`src/rtl/data_axi_bridge_if.sv`:
```
// Bundle of the LSU-side req/addr_ok/data_ok port and the AXI4 read/write
// channels. The bridge takes the master view: it is the AXI initiator
// and drives addr_ok/data_ok/rdata back towards the LSU.
interface data_axi_bridge_if #(
    parameter int ADDR_W = 32
);
    // LSU side
    logic              req;
    logic [ADDR_W-1:0] addr;
    logic              we;
    logic [1:0]        size;
    logic [3:0]        wstrb;
    logic [31:0]       wdata;
    logic              addr_ok;
    logic              data_ok;
    logic [31:0]       rdata;
    // AXI read address / data
    logic [3:0]        arid;
    logic [ADDR_W-1:0] araddr;
    logic [7:0]        arlen;
    logic [2:0]        arsize;
    logic [1:0]        arburst;
    logic              arvalid;
    logic              arready;
    logic [3:0]        rid;
    logic [31:0]       rdata_axi;
    logic [1:0]        rresp;
    logic              rlast;
    logic              rvalid;
    logic              rready;
    // AXI write address / data / response
    logic [3:0]        awid;
    logic [ADDR_W-1:0] awaddr;
    logic [7:0]        awlen;
    logic [2:0]        awsize;
    logic [1:0]        awburst;
    logic              awvalid;
    logic              awready;
    logic [31:0]       wdata_axi;
    logic [3:0]        wstrb_axi;
    logic              wlast;
    logic              wvalid;
    logic              wready;
    logic [3:0]        bid;
    logic [1:0]        bresp;
    logic              bvalid;
    logic              bready;

    modport master (
        input  req, addr, we, size, wstrb, wdata,
        output addr_ok, data_ok, rdata,
        output arid, araddr, arlen, arsize, arburst, arvalid,
        input  arready,
        input  rid, rdata_axi, rresp, rlast, rvalid,
        output rready,
        output awid, awaddr, awlen, awsize, awburst, awvalid,
        input  awready,
        output wdata_axi, wstrb_axi, wlast, wvalid,
        input  wready,
        input  bid, bresp, bvalid,
        output bready
    );

    modport slave (
        output req, addr, we, size, wstrb, wdata,
        input  addr_ok, data_ok, rdata,
        input  arid, araddr, arlen, arsize, arburst, arvalid,
        output arready,
        output rid, rdata_axi, rresp, rlast, rvalid,
        input  rready,
        input  awid, awaddr, awlen, awsize, awburst, awvalid,
        output awready,
        input  wdata_axi, wstrb_axi, wlast, wvalid,
        output wready,
        output bid, bresp, bvalid,
        input  bready
    );
endinterface

```
`src/rtl/data_axi_bridge.sv`:
```
// Data-side bridge: accepts one single-beat LSU request at a time and
// turns it into a single AXI4 read (AR/R) or write (AW/W/B) transaction,
// then reports completion with a one-cycle data_ok pulse.
module data_axi_bridge #(
    parameter logic [3:0] AXI_ID = 4'd1,
    parameter int         ADDR_W = 32
) (
    input  logic                 clk,
    input  logic                 resetn,
    data_axi_bridge_if.master    bus
);

    typedef enum logic [2:0] {
        S_IDLE = 3'd0,
        S_AR   = 3'd1,
        S_R    = 3'd2,
        S_AW_W = 3'd3,
        S_B    = 3'd4,
        S_RESP = 3'd5
    } state_t;

    state_t            state_r, state_n_s;
    logic              aw_done_r, aw_done_n_s;
    logic              w_done_r, w_done_n_s;

    logic [ADDR_W-1:0] addr_r;
    logic              we_r;
    logic [1:0]        size_r;
    logic [3:0]        wstrb_r;
    logic [31:0]       wdata_r;
    logic [31:0]       rdata_r;

    logic              arvalid_r, rready_r, awvalid_r, wvalid_r, bready_r, data_ok_r;
    logic              arvalid_n_s, rready_n_s, awvalid_n_s, wvalid_n_s, bready_n_s, data_ok_n_s;

    logic              accept_s;
    logic              ar_hs_s, r_hs_s, aw_hs_s, w_hs_s, b_hs_s;
    logic              unused_s;

    assign accept_s = bus.req && resetn && (state_r == S_IDLE);
    assign ar_hs_s  = arvalid_r && bus.arready;
    assign r_hs_s   = rready_r  && bus.rvalid;
    assign aw_hs_s  = awvalid_r && bus.awready;
    assign w_hs_s   = wvalid_r  && bus.wready;
    assign b_hs_s   = bready_r  && bus.bvalid;

    // Response IDs, response codes and rlast carry no information for a single-beat, single-ID bridge.
    assign unused_s = ^{bus.rid, bus.rresp, bus.rlast, bus.bid, bus.bresp};

    // Next-state logic plus the next values of the registered handshake outputs.
    always_comb begin
        state_n_s   = state_r;
        aw_done_n_s = aw_done_r;
        w_done_n_s  = w_done_r;
        case (state_r)
            S_IDLE: begin
                if (accept_s) begin
                    state_n_s   = bus.we ? S_AW_W : S_AR;
                    aw_done_n_s = 1'b0;
                    w_done_n_s  = 1'b0;
                end else begin
                    state_n_s = S_IDLE;
                end
            end
            S_AR: begin
                if (ar_hs_s) state_n_s = S_R;
                else         state_n_s = S_AR;
            end
            S_R: begin
                if (r_hs_s) state_n_s = S_RESP;
                else        state_n_s = S_R;
            end
            S_AW_W: begin
                // Either channel may finish first; count this cycle's handshakes too.
                aw_done_n_s = aw_done_r | aw_hs_s;
                w_done_n_s  = w_done_r  | w_hs_s;
                if (aw_done_n_s && w_done_n_s) state_n_s = S_B;
                else                           state_n_s = S_AW_W;
            end
            S_B: begin
                if (b_hs_s) state_n_s = S_RESP;
                else        state_n_s = S_B;
            end
            S_RESP: begin
                state_n_s = S_IDLE;
            end
            default: begin
                state_n_s = S_IDLE;
            end
        endcase
        arvalid_n_s = (state_n_s == S_AR);
        rready_n_s  = (state_n_s == S_R);
        awvalid_n_s = (state_n_s == S_AW_W) && !aw_done_n_s;
        wvalid_n_s  = (state_n_s == S_AW_W) && !w_done_n_s;
        bready_n_s  = (state_n_s == S_B);
        data_ok_n_s = (state_n_s == S_RESP);
    end

    // State, channel-done flags and registered handshake outputs.
    always_ff @(posedge clk or negedge resetn) begin
        if (!resetn) begin
            state_r   <= S_IDLE;
            aw_done_r <= 1'b0;
            w_done_r  <= 1'b0;
            arvalid_r <= 1'b0;
            rready_r  <= 1'b0;
            awvalid_r <= 1'b0;
            wvalid_r  <= 1'b0;
            bready_r  <= 1'b0;
            data_ok_r <= 1'b0;
        end else begin
            state_r   <= state_n_s;
            aw_done_r <= aw_done_n_s;
            w_done_r  <= w_done_n_s;
            arvalid_r <= arvalid_n_s;
            rready_r  <= rready_n_s;
            awvalid_r <= awvalid_n_s;
            wvalid_r  <= wvalid_n_s;
            bready_r  <= bready_n_s;
            data_ok_r <= data_ok_n_s;
        end
    end

    // Request fields are captured on acceptance; the load word on the R beat.
    always_ff @(posedge clk or negedge resetn) begin
        if (!resetn) begin
            addr_r  <= '0;
            we_r    <= 1'b0;
            size_r  <= 2'd0;
            wstrb_r <= 4'd0;
            wdata_r <= 32'd0;
            rdata_r <= 32'd0;
        end else begin
            if (accept_s) begin
                addr_r  <= bus.addr;
                we_r    <= bus.we;
                size_r  <= bus.size;
                wstrb_r <= bus.wstrb;
                wdata_r <= bus.wdata;
            end
            if (r_hs_s) begin
                rdata_r <= bus.rdata_axi;
            end
        end
    end

    // LSU side
    assign bus.addr_ok   = accept_s;
    assign bus.data_ok   = data_ok_r;
    assign bus.rdata     = rdata_r;

    // AXI read channels
    assign bus.arid      = AXI_ID;
    assign bus.araddr    = addr_r;
    assign bus.arlen     = 8'd0;
    assign bus.arsize    = {1'b0, size_r};
    assign bus.arburst   = 2'b01;
    assign bus.arvalid   = arvalid_r;
    assign bus.rready    = rready_r;

    // AXI write channels; we_r only steers the FSM, the write fields are always presented.
    assign bus.awid      = we_r ? AXI_ID : AXI_ID;
    assign bus.awaddr    = addr_r;
    assign bus.awlen     = 8'd0;
    assign bus.awsize    = {1'b0, size_r};
    assign bus.awburst   = 2'b01;
    assign bus.awvalid   = awvalid_r;
    assign bus.wdata_axi = wdata_r;
    assign bus.wstrb_axi = wstrb_r;
    assign bus.wlast     = 1'b1;
    assign bus.wvalid    = wvalid_r;
    assign bus.bready    = bready_r;

endmodule

```
`src/flat_wrapper.sv`:
```
// flat-port wrapper written by rule: the top's interface ports become plain ports
module data_axi_bridge_flat 
#(
    parameter logic [3:0] AXI_ID = 4'd1,
    parameter int         ADDR_W = 32
)
  (clk, resetn, bus_req, bus_addr, bus_we, bus_size, bus_wstrb, bus_wdata, bus_addr_ok, bus_data_ok, bus_rdata, bus_arid, bus_araddr, bus_arlen, bus_arsize, bus_arburst, bus_arvalid, bus_arready, bus_rid, bus_rdata_axi, bus_rresp, bus_rlast, bus_rvalid, bus_rready, bus_awid, bus_awaddr, bus_awlen, bus_awsize, bus_awburst, bus_awvalid, bus_awready, bus_wdata_axi, bus_wstrb_axi, bus_wlast, bus_wvalid, bus_wready, bus_bid, bus_bresp, bus_bvalid, bus_bready);
  data_axi_bridge_if #(.ADDR_W(ADDR_W)) bus_i ();
  input  logic clk;
  input  logic resetn;
  input wire logic [$bits(bus_i.req)-1:0] bus_req;
  input wire logic [$bits(bus_i.addr)-1:0] bus_addr;
  input wire logic [$bits(bus_i.we)-1:0] bus_we;
  input wire logic [$bits(bus_i.size)-1:0] bus_size;
  input wire logic [$bits(bus_i.wstrb)-1:0] bus_wstrb;
  input wire logic [$bits(bus_i.wdata)-1:0] bus_wdata;
  output wire logic [$bits(bus_i.addr_ok)-1:0] bus_addr_ok;
  output wire logic [$bits(bus_i.data_ok)-1:0] bus_data_ok;
  output wire logic [$bits(bus_i.rdata)-1:0] bus_rdata;
  output wire logic [$bits(bus_i.arid)-1:0] bus_arid;
  output wire logic [$bits(bus_i.araddr)-1:0] bus_araddr;
  output wire logic [$bits(bus_i.arlen)-1:0] bus_arlen;
  output wire logic [$bits(bus_i.arsize)-1:0] bus_arsize;
  output wire logic [$bits(bus_i.arburst)-1:0] bus_arburst;
  output wire logic [$bits(bus_i.arvalid)-1:0] bus_arvalid;
  input wire logic [$bits(bus_i.arready)-1:0] bus_arready;
  input wire logic [$bits(bus_i.rid)-1:0] bus_rid;
  input wire logic [$bits(bus_i.rdata_axi)-1:0] bus_rdata_axi;
  input wire logic [$bits(bus_i.rresp)-1:0] bus_rresp;
  input wire logic [$bits(bus_i.rlast)-1:0] bus_rlast;
  input wire logic [$bits(bus_i.rvalid)-1:0] bus_rvalid;
  output wire logic [$bits(bus_i.rready)-1:0] bus_rready;
  output wire logic [$bits(bus_i.awid)-1:0] bus_awid;
  output wire logic [$bits(bus_i.awaddr)-1:0] bus_awaddr;
  output wire logic [$bits(bus_i.awlen)-1:0] bus_awlen;
  output wire logic [$bits(bus_i.awsize)-1:0] bus_awsize;
  output wire logic [$bits(bus_i.awburst)-1:0] bus_awburst;
  output wire logic [$bits(bus_i.awvalid)-1:0] bus_awvalid;
  input wire logic [$bits(bus_i.awready)-1:0] bus_awready;
  output wire logic [$bits(bus_i.wdata_axi)-1:0] bus_wdata_axi;
  output wire logic [$bits(bus_i.wstrb_axi)-1:0] bus_wstrb_axi;
  output wire logic [$bits(bus_i.wlast)-1:0] bus_wlast;
  output wire logic [$bits(bus_i.wvalid)-1:0] bus_wvalid;
  input wire logic [$bits(bus_i.wready)-1:0] bus_wready;
  input wire logic [$bits(bus_i.bid)-1:0] bus_bid;
  input wire logic [$bits(bus_i.bresp)-1:0] bus_bresp;
  input wire logic [$bits(bus_i.bvalid)-1:0] bus_bvalid;
  output wire logic [$bits(bus_i.bready)-1:0] bus_bready;
  assign bus_i.req = bus_req;
  assign bus_i.addr = bus_addr;
  assign bus_i.we = bus_we;
  assign bus_i.size = bus_size;
  assign bus_i.wstrb = bus_wstrb;
  assign bus_i.wdata = bus_wdata;
  assign bus_addr_ok = bus_i.addr_ok;
  assign bus_data_ok = bus_i.data_ok;
  assign bus_rdata = bus_i.rdata;
  assign bus_arid = bus_i.arid;
  assign bus_araddr = bus_i.araddr;
  assign bus_arlen = bus_i.arlen;
  assign bus_arsize = bus_i.arsize;
  assign bus_arburst = bus_i.arburst;
  assign bus_arvalid = bus_i.arvalid;
  assign bus_i.arready = bus_arready;
  assign bus_i.rid = bus_rid;
  assign bus_i.rdata_axi = bus_rdata_axi;
  assign bus_i.rresp = bus_rresp;
  assign bus_i.rlast = bus_rlast;
  assign bus_i.rvalid = bus_rvalid;
  assign bus_rready = bus_i.rready;
  assign bus_awid = bus_i.awid;
  assign bus_awaddr = bus_i.awaddr;
  assign bus_awlen = bus_i.awlen;
  assign bus_awsize = bus_i.awsize;
  assign bus_awburst = bus_i.awburst;
  assign bus_awvalid = bus_i.awvalid;
  assign bus_i.awready = bus_awready;
  assign bus_wdata_axi = bus_i.wdata_axi;
  assign bus_wstrb_axi = bus_i.wstrb_axi;
  assign bus_wlast = bus_i.wlast;
  assign bus_wvalid = bus_i.wvalid;
  assign bus_i.wready = bus_wready;
  assign bus_i.bid = bus_bid;
  assign bus_i.bresp = bus_bresp;
  assign bus_i.bvalid = bus_bvalid;
  assign bus_bready = bus_i.bready;
  data_axi_bridge #(.AXI_ID(AXI_ID), .ADDR_W(ADDR_W)) u_core (.clk(clk), .resetn(resetn), .bus(bus_i));
endmodule
```
`config.mk`:
```
export PLATFORM = sky130hd
export DESIGN_NAME = data_axi_bridge_flat
export DESIGN_NICKNAME = d
export VERILOG_FILES = /design/src/rtl/data_axi_bridge_if.sv /design/src/rtl/data_axi_bridge.sv /design/src/flat_wrapper.sv
export SDC_FILE = /design/constraint.sdc
export NUM_CORES = 1
export LEC_CHECK = 0
export CAP_MARGIN = 20
export CELL_PAD_IN_SITES_DETAIL_PLACEMENT = 2
export CELL_PAD_IN_SITES_GLOBAL_PLACEMENT = 2
export CORE_MARGIN = 5
export CORE_UTILIZATION = 25
export DETAILED_ROUTE_END_ITERATION = 10
export PLACE_DENSITY = 0.87
export RECOVER_POWER = 100
export REMOVE_ABC_BUFFERS = 1
export SLEW_MARGIN = 30
export SYNTH_ARGS = -nofsm -noshare
export SYNTH_HDL_FRONTEND = slang
export SYNTH_SLANG_ARGS = --single-unit
```
`constraint.sdc`:
```
create_clock -name clk -period 4.8 [get_ports clk]
set_input_delay 0.72 -clock clk [delete_from_list [all_inputs] [get_ports clk]]
set_output_delay 0.72 -clock clk [all_outputs]
set_load 0.01 [all_outputs]
```
==> results by group <==
Synthesis
  • Synthesized flop and latch total: roughly 110
  • Top cells by count, synth: dfrtp_1 (113), buf_4 (65), mux2_4 (60)
  • Cell taking the most area after synthesis: dfrtp_1
  • Synth warnings: 0
  • Post-synth ARST share: 100%
  • Synth top area share: 55.4%
  • Yosys cell types: 32
  • Sequential cell area fraction in the yosys report: between 50% and 60%
  • Ys flop type: dfrtp_1
  • Number of synthesized flops with an enable pin: 0
  • Mapped Cells: 331
  • Mapped cell area: about 5100 µm²
  • Area contributors post-synth: dfrtp_1 (55%), mux2_4 (18%), buf_4 (9.6%)
  • Top-count cell post-synth: dfrtp_1
  • Mapped Avg Cell Area: around 15 µm²

Floorplan
  • Die H: ~150 µm
  • Die width: 153 µm
  • Initial Util: 25.3%
  • Row cnt: between 50 and 60
  • Placeable Area: 20200 µm²
  • Die area: about 23000 µm²
  • I/O Pins: between 200 and 300

Cells and area
  • Post-layout instance area: 7780 µm²
  • Non-Filler Instances: between 800 and 900
  • Share of layout cells above drive strength 1: 13.0%
  • Area of the multi-input gates: between 1000 and 1500 µm²
  • N_diodes: 0
  • Fill cells: around 2100
  • Register area: ~2800 µm²
  • Final net count: ~700
  • Layout area overhead: 52.3%

Detailed routing
  • Post-Route WL: 15.7 mm
  • Via Count: ~3400
  • Antenna Violating Nets Remaining: 0
  • Wire per inst: approximately 19 µm
  • DR vias/cell: roughly 4.0
  • Drt initial violations: just over 70
  • Residual DRC count: 0
  • DRT Pass-1 Iters: 4

STA
  • Setup TNS: 0 ps
  • Final slew viol count: ~70
  • Final Cycle Share: between 70% and 80%
  • Final Skew: around 5.4 ps
  • Slew Limit Headroom: -14.0%
  • Max Freq: about 290 MHz
  • Final Hold Fails: 0
  • RSZ-0062 raised after global routing: false
  • Setup violations, final: 0
  • Post-layout min period: about 3400 ps
  • Worst-Margin Slew: roughly 1700 ps

Clock network
  • Post-CTS Hold Fix Bufs: 0
  • CTS Buf Count: 17
  • CTS tree: done
  • Clock Pin Slew Worst Setup and Hold Paths: ~50 ps
  • Clk root buf: clkbuf_16
  • Latest clock arrival within the worst-skew pair: 400 ps
  • Post-CTS sizing: 0
  • H-tree depth: 4
  • Clk buf depth: 2
  • Sink Count: between 100 and 150
  • Post-CTS Setup Bufs: 0

Critical path
  • Req. time, crit path: 4080 ps
  • Worst-path maximum fanout: between 40 and 50
  • Crit path kind: in -> out
  • WP data arrival: around 2700 ps
  • CP endpoint kind: output pin
  • Register-to-register setup slack: approximately 2700 ps
  • R2R depth: 3
  • Reg2reg end: u_core.bus.wdata_axi[28]
  • Worst Setup Start Kind: input pin
  • Worst R2R Start: u_core.state_r[1]

Global route
  • Vias in the first global route: between 4000 and 5000
  • First-pass GRT wire length: roughly 25 mm
  • Initial antenna violation count: 0
  • GRT overflow: 0
  • Largest net degree at the start of global routing: 75
  • GRT Util Overall: 13.5%

Power and ir drop
  • VDD IR max: roughly 240 µV
  • Total power: 5.16 mW
  • Pwr dens: about 660 nW/µm²
  • Leak pwr: 3.34 nW

Placed design
  • Post-DP HPWL: 12.1 mm
  • Placed inst area: between 7000 and 8000 µm²
  • Port bufs: 253
  • Routability cong.: approximately 0.78
  • Placed insts: about 800

Run
  • Max-cap viol count: 1

Hold path
  • Hold Crit Class: in -> async

Status
  • Outcome: complete, but fails checks
  • Violated checks: max-capacitance violations, max-slew violations
kinds of logic (layout without fill, tap and decap cells):
| kind of cell | Yosys count | in the layout | synth area share, % |
|---|---|---|---|
| other | 2 | 31 | 0.147 |
| muxes | 102 | 102 | 26.9 |
| DFF | 113 | 113 | 55.4 |
| and+or+nand+nor | 21 | 21 | 2.92 |
| AOI/OAI and AO/OA | 12 | 12 | 1.69 |
| buffers and inverters | 81 | 289 | 13.0 |
through the flow:
stage | util, % | worst slack (ps) | hold slack, ps
after floorplan | - | -274 | 424
final | 38.6 | 1380 | 337
after global placement | 37.0 | 1670 | 486
after CTS | 39.8 | 1600 | 347
after global routing | 38.6 | 1110 | 378
after detailed placement | 37.0 | 1610 | 494
cell type report:
cell class                 instances  area share [%]
clock buffer                      21            5.92
clock inverter                    10            1.43
inverter                           3           0.145
multi-input combinational        166            18.9
sequential                       113            36.4
tap                              270            4.34
timing repair buffer             255            32.9
worst max path at each step:
stage	startpoint	slack [ps]	to	cells past startpoint
floorplan	bus_req	-270	u_core.bus.bready	4
global placement	resetn	1670	bus_addr_ok	4
detailed placement	resetn	1610	bus_addr_ok	4
CTS	resetn	1600	bus_addr_ok	4
global route	resetn	1110	bus_addr_ok	4
finish	resetn	1380	bus_addr_ok	4
registers in the layout, indices dropped and copies added (netlist names):
register and cells:
u_core.bus.data_ok 1, u_core.bus.wstrb_axi 4, u_core.bus.araddr 32, u_core.size_r 2
u_core.bus.rdata 32, u_core.bus.wvalid 1, u_core.w_done_r 1, u_core.bus.awvalid 1
u_core.bus.arvalid 1, u_core.state_r 3, u_core.bus.rready 1, u_core.bus.bready 1
u_core.aw_done_r 1, u_core.bus.wdata_axi 32
routing by layer:
layer,part of all wire [%],global-route usage (%)
met1,41,16.1
met2,48,22.3
met3,10,6.14
met4,0.82,3.44
met5,0,0
placed cells by master (no fill, tap or decap), types with 2 or more instances in the layout:
cell | Yosys | final
clkdlybuf4s50_1 | 0 | 107
nand2b_1 | 2 | 2
clkbuf_1 | 0 | 2
a21oi_1 | 4 | 4
nor4_1 | 1 | 2
nor4b_1 | 1 | 2
nor3_1 | 2 | 2
dlygate4sd3_1 | 0 | 145
nand2_1 | 3 | 3
a21o_1 | 2 | 2
nor2_1 | 3 | 3
clkinvlp_4 | 0 | 3
clkbuf_8 | 0 | 2
mux2_1 | 0 | 60
inv_1 | 3 | 3
clkbuf_16 | 0 | 17
bufinv_16 | 0 | 2
mux2_2 | 42 | 42
dfrtp_1 | 113 | 113
conb_1 | 2 | 31
clkinv_2 | 0 | 4
nand4b_1 | 2 | 2
power breakdown:
| part | total (mW) | internal, mW | leakage, nW | switching [mW] |
|---|---|---|---|---|
| clock network | 1.22 | 0.785 | 0.275 | 0.438 |
| logic | 2.18 | 1.24 | 1.71 | 0.940 |
| registers | 1.76 | 1.44 | 1.36 | 0.319 |
critical path, cell delays in order:
cell,delay [ps]
buf_4,480
nand2_1,150
nor4_1,520
dlygate4sd3_1,790
Note: power is estimated with default switching activity, not from simulation.
==> RTL edit 1, RTL diff (same settings) <==
`ADDR_W` is set to 32 in 3 places; all go to 48.
--- a/src/rtl/data_axi_bridge_if.sv
+++ b/src/rtl/data_axi_bridge_if.sv
@@ -3,5 +3,5 @@
 // and drives addr_ok/data_ok/rdata back towards the LSU.
 interface data_axi_bridge_if #(
-    parameter int ADDR_W = 32
+    parameter int ADDR_W = 48
 );
     // LSU side
--- a/src/rtl/data_axi_bridge.sv
+++ b/src/rtl/data_axi_bridge.sv
@@ -4,5 +4,5 @@
 module data_axi_bridge #(
     parameter logic [3:0] AXI_ID = 4'd1,
-    parameter int         ADDR_W = 32
+    parameter int         ADDR_W = 48
 ) (
     input  logic                 clk,
--- a/src/flat_wrapper.sv
+++ b/src/flat_wrapper.sv
@@ -3,5 +3,5 @@
 #(
     parameter logic [3:0] AXI_ID = 4'd1,
-    parameter int         ADDR_W = 32
+    parameter int         ADDR_W = 48
 )
   (clk, resetn, bus_req, bus_addr, bus_we, bus_size, bus_wstrb, bus_wdata, bus_addr_ok, bus_data_ok, bus_rdata, bus_arid, bus_araddr, bus_arlen, bus_arsize, bus_arburst, bus_arvalid, bus_arready, bus_rid, bus_rdata_axi, bus_rresp, bus_rlast, bus_rvalid, bus_rready, bus_awid, bus_awaddr, bus_awlen, bus_awsize, bus_awburst, bus_awvalid, bus_awready, bus_wdata_axi, bus_wstrb_axi, bus_wlast, bus_wvalid, bus_wready, bus_bid, bus_bresp, bus_bvalid, bus_bready);
Interface: changed (resized bus_addr, bus_araddr and bus_awaddr); port bits go from 298 to 346. No check against the original RTL was run, so the function may have changed too.
==> RTL edit 1 against the unedited design <==
- the run still ends with max-capacitance violations, max-slew violations left
- design area is 15% higher
- critical path type is now in2reg
- first-iteration DRC count increased by 15%
- area after synthesis grew 9.1%
- sequential share of layout area is 0.19 points lower
- cell count grew 11%
- wire length up 18%
- sequential cell count increased by 16
- worst setup slack lost 0.20 ns
- sequential power rose by 15%
- power up 18%
==> RTL edit 1: results (changes against the unedited design) <==
stage	metric	value	unit	change
setup_path	critPathMaxFanout	90		+88%
pwr	vdd_drop_max	0.000262	V	+9.9%
drt	drtIter0Drc	82		+15%
grt	grtUsageTotal	14.5	%	+0.99 points
sta	worst_pin_slew	2.31	ns	+0.596 ns
synthesis	yosys-top-cells-area	dfrtp_1 58%, mux2_2 24%, buf_4 11%		
drt	avgViaCountPerCell	4.18		+3.3%
outcome	violations	max-capacitance violations, max-slew violations		
pwr	p_sw_share	33.3	%	+0.40 points
placement	gp_congestion	0.761		-2.5%
placement	dp_hpwl	14400	um	+19%
hold_path	hold_path.class	reg2reg		
setup_path	arrival	3.90	ns	+1.20 ns
drt	wire_per_inst	19.8	um	+6.0%
grt	first_global_vias	4719		+17%
placement	io_buffers	301		+19%
job	max-cap-violations	3		+2
outcome	outcome	complete, but fails checks		
synthesis	synthCells	381		+15%
sta	whs	0.499	ns	+0.162 ns
setup_path	worst-r2r-setup-slack	1.47	ns	-1.21 ns
layout	finalNetCount	778		+14%
synthesis	ys_seq_area_share	57.9	%	+2.6 points
placement	place_inst	899		+11%
grt	grt_first_pass_wirelength	29000	um	+16%
pwr	power_leakage	3.80	nW	+14%
layout	stdcell_count	931		+11%
sta	slew_viol_final	193		+180%
synthesis	synth_common_cells	129 x dfrtp_1, 118 x mux2_2, 83 x buf_4, 7 x buf_6, 4 x a21oi_1		
grt	grt_max_degree	91		+21%
sta	fin_worst_skew	0.00742	ns	+0.00198 ns
setup_path	reg2reg_depth	4		+1
-- RTL edit 1: worst max-delay path, cell delays in order --
cell	delay, ns
dlygate4sd3_1	0.54
nand2_1	0.09
nor4_4	0.24
clkbuf_2	1.68
nor4b_4	0.19
nor3b_1	0.39
-- RTL edit 1: path summary, 6_finish.rpt --
check / end / from
setup / recovery: u_core.bus.arvalid / bus_req
hold / removal: u_core.bus.rdata[15] / u_core.bus.rdata[15]
setup reg to reg: u_core.bus.arvalid / u_core.state_r[1]
hold reg to reg: u_core.bus.rdata[15] / u_core.bus.rdata[15]
max in group asynchronous: u_core.bus.wdata_axi[27] / resetn
min in group asynchronous: u_core.bus.wdata_axi[21] / resetn
-- RTL edit 1: power by group through the flow --
stage | registers [mW] | logic [mW] | clock network, mW
2_1_floorplan | 2.35 | 0.781 | 0
3_3_place_gp | 2.00 | 2.94 | 0
3_5_place_dp | 2.08 | 3.04 | 0
4_1_cts | 2.08 | 3.06 | 1.38
5_1_grt | 2.12 | 2.91 | 1.44
6_report | 2.02 | 2.72 | 1.33
-- RTL edit 1: kinds of logic (layout without fill, tap and decap cells) --
| kind of cell | count (synthesis) | in the layout | synth area share [%] |
|---|---|---|---|
| AOI/OAI and AO/OA | 12 | 12 | 1.57 |
| buffers and inverters | 99 | 340 | 13.7 |
| DFF | 129 | 129 | 57.9 |
| muxes | 118 | 118 | 23.8 |
| other | 2 | 31 | 0.135 |
| and+or+nand+nor | 21 | 21 | 2.85 |
-- RTL edit 1: metal layers --
metal | wire, um | track usage (%) | vias up
li1 | - | - | 1713
met1 | 6430 | 15.0 | 1956
met2 | 10000 | 26.3 | 203
met3 | 1690 | 6.63 | 18
met4 | 269 | 4.07 | 0
met5 | 0 | 0 | -
-- RTL edit 1: through the flow --
stage	instance area, um2	setup slack [ns]	util [%]
CTS	8950	1.79	40.9
global route	8920	0.929	40.8
global placement	8340	1.77	38.1
finish	8920	1.18	40.8
floorplan	4930	-1.83	-
detailed placement	8340	1.81	38.1
-- RTL edit 1: final cells by class --
cell class / instances / share of cell area, %
timing repair buffer: 305 / 33.9
inverter: 3 / 0.126
multi-input combinational: 182 / 19.0
clock inverter: 12 / 1.61
tap: 280 / 3.93
sequential: 129 / 36.2
clock buffer: 20 / 5.23
==> RTL edit 2, RTL diff (same flow settings) <==
Made on the original files. The 6 states of `state_t` get a one-hot encoding in 6 bits.
--- a/src/rtl/data_axi_bridge.sv
+++ b/src/rtl/data_axi_bridge.sv
@@ -11,11 +11,11 @@
 );
 
-    typedef enum logic [2:0] {
-        S_IDLE = 3'd0,
-        S_AR   = 3'd1,
-        S_R    = 3'd2,
-        S_AW_W = 3'd3,
-        S_B    = 3'd4,
-        S_RESP = 3'd5
+    typedef enum logic [5:0] {
+        S_IDLE = 6'b000001,
+        S_AR   = 6'b000010,
+        S_R    = 6'b000100,
+        S_AW_W = 6'b001000,
+        S_B    = 6'b010000,
+        S_RESP = 6'b100000
     } state_t;
 
Formal check against the unedited RTL: same outputs for any inputs over 10 cycles, from zero or initial values and one cycle with resetn low; not proved beyond that.
==> RTL edit 2 against the unedited design <==
- the flow still finishes with violations (max-capacitance violations, max-slew violations)
- design area up 2.7%
- combinational power shrank 23%
- power down 10%
- clock power increased by 14%
- register-to-register slack lost 0.99 ns
- synthesized cell count increased by 3.0%
- sequential cell count rose by 3
- area after synthesis increased by 1.4%
- wire length is 6.0% higher
- worst setup slack got worse by 0.055 ns
- non-clock buffer count up 3
- critical path type is now reg2out
- largest cell class unchanged
- largest power group unchanged
- highest routed layer unchanged
==> RTL edit 2: results (changes against the unedited design) <==
stage	metric	value	unit	change
sta	slew_viol_final	99		+46%
placement	place_inst	821		+1.7%
grt	use_met2	24.3	%	+2.0 points
drt	wl_met3	1690	um	+8.7%
clocking	path_clk_slew	0.06	ns	
drt	first_pass_iters	2		-2
pwr	vdd_drop_max	0.000238	V	-0.37%
synthesis	yosysUniqueCellTypes	31		-3.1%
setup_path	critPathMaxFanout	7		-85%
drt	drtIter0Drc	51		-28%
grt	grt_first_pass_wirelength	25600	um	+2.9%
placement	dp_slack	1.84	ns	+0.232 ns
layout	finalNetCount	694		+2.1%
pwr	netSwitchingPower	1.42	mW	-16%
grt	met3_usage	6.66	%	+0.53 points
synthesis	synth_common_cells	115 x dfrtp_1, 66 x buf_4, 50 x mux2_4, 46 x mux2_2, 7 x buf_12		
job	max-cap-violations	2		+1
synthesis	ys_seq_area_share	56.1	%	+0.70 points
outcome	violations	max-capacitance violations, max-slew violations		
pwr	power_leakage	3.60	nW	+7.7%
layout	antenna_cells	0		unchanged
grt	grtUsageTotal	14.0	%	+0.52 points
sta	fin_worst_skew	0.00972	ns	+0.00429 ns
placement	gp_congestion	0.760		-2.7%
setup_path	cp_top_family	buffers and inverters		
setup_path	arrival	2.76	ns	+0.06 ns
grt	first_global_vias	4259		+5.4%
drt	m1WireLength	6270	um	-3.4%
layout	drive_above_1_share	14.2	%	+1.2 points
synthesis	yosys-top-cells-area	dfrtp_1 56%, mux2_4 14%, mux2_2 10%		
placement	placedInstanceArea	7540	um2	+1.1%
layout	stdcell_count	853		+1.8%
drt	avgViaCountPerCell	4.12		+1.9%
setup_path	slowest_stage	dfstp_1		
layout	n_fill_cell	2093		+0.34%
synthesis	syn_area_per_cell	15.2	um2	-1.6%
sta	max_slew_margin	-27.6	%	-14 points
hold_path	hold_path.class	reg2reg		
grt	grt_max_degree	63		-16%
drt	dr_wl_met2	8480	um	+13%
drt	wire_per_inst	19.5	um	+4.2%
grt	use_met1	15.2	%	-0.91 points
outcome	outcome	complete, but fails checks		
setup_path	max_stage_delay	0.67	ns	-0.12 ns
placement	dp_hpwl	13100	um	+8.5%
RTL edit 2: cell count changes after synthesis, sizes merged, moves of 3 or more:
cell / unedited run / this run
a22o: 0 / 4
buf: 77 / 73
o22ai: 0 / 4
clkbuf: 1 / 4
nand3: 0 / 3
o21ai: 1 / 4
RTL edit 2: logic make-up after synthesis:
kind of cell / synth area share [%]
buf+inv: 12.7
simple gates: 2.44
xor+xnor: 0.169
compound gates: 2.73
other cells: 0.145
mux: 25.8
flops: 56.1
RTL edit 2: final timing paths:
path	from	endpoint	cells after the start	slack, ns
max	u_core.state_r[0]	bus_addr_ok	4	1.32
min	u_core.bus.wdata_axi[28]	u_core.bus.wdata_axi[28]	1	0.48
max reg2reg	u_core.state_r[0]	u_core.bus.araddr[5]	5	1.69
min reg2reg	u_core.bus.wdata_axi[28]	u_core.bus.wdata_axi[28]	1	0.48
max in group asynchronous	resetn	u_core.bus.rdata[8]	3	2.16
min in group asynchronous	resetn	u_core.bus.wdata_axi[23]	2	0.57
RTL edit 2: cell type report:
class / count / area, um2 / share of cell area (%)
repair buffers: 258 / 2550 / 32.0
multi-input cells: 176 / 1540 / 19.2
clock inverters: 13 / 206 / 2.58
clock buffers: 19 / 443 / 5.54
well taps: 270 / 338 / 4.23
inverters: 1 / 5.00 / 0.0626
flip-flops and latches: 116 / 2900 / 36.4
RTL edit 2: power groups by stage:
stage	sequential [mW]	clock (mW)	combinational, mW
after floorplan	1.80	0	0.567
after global routing	1.63	1.48	1.80
after detailed placement	1.62	0	2.08
after CTS	1.62	1.43	2.09
after global placement	1.58	0	2.02
final	1.57	1.39	1.68
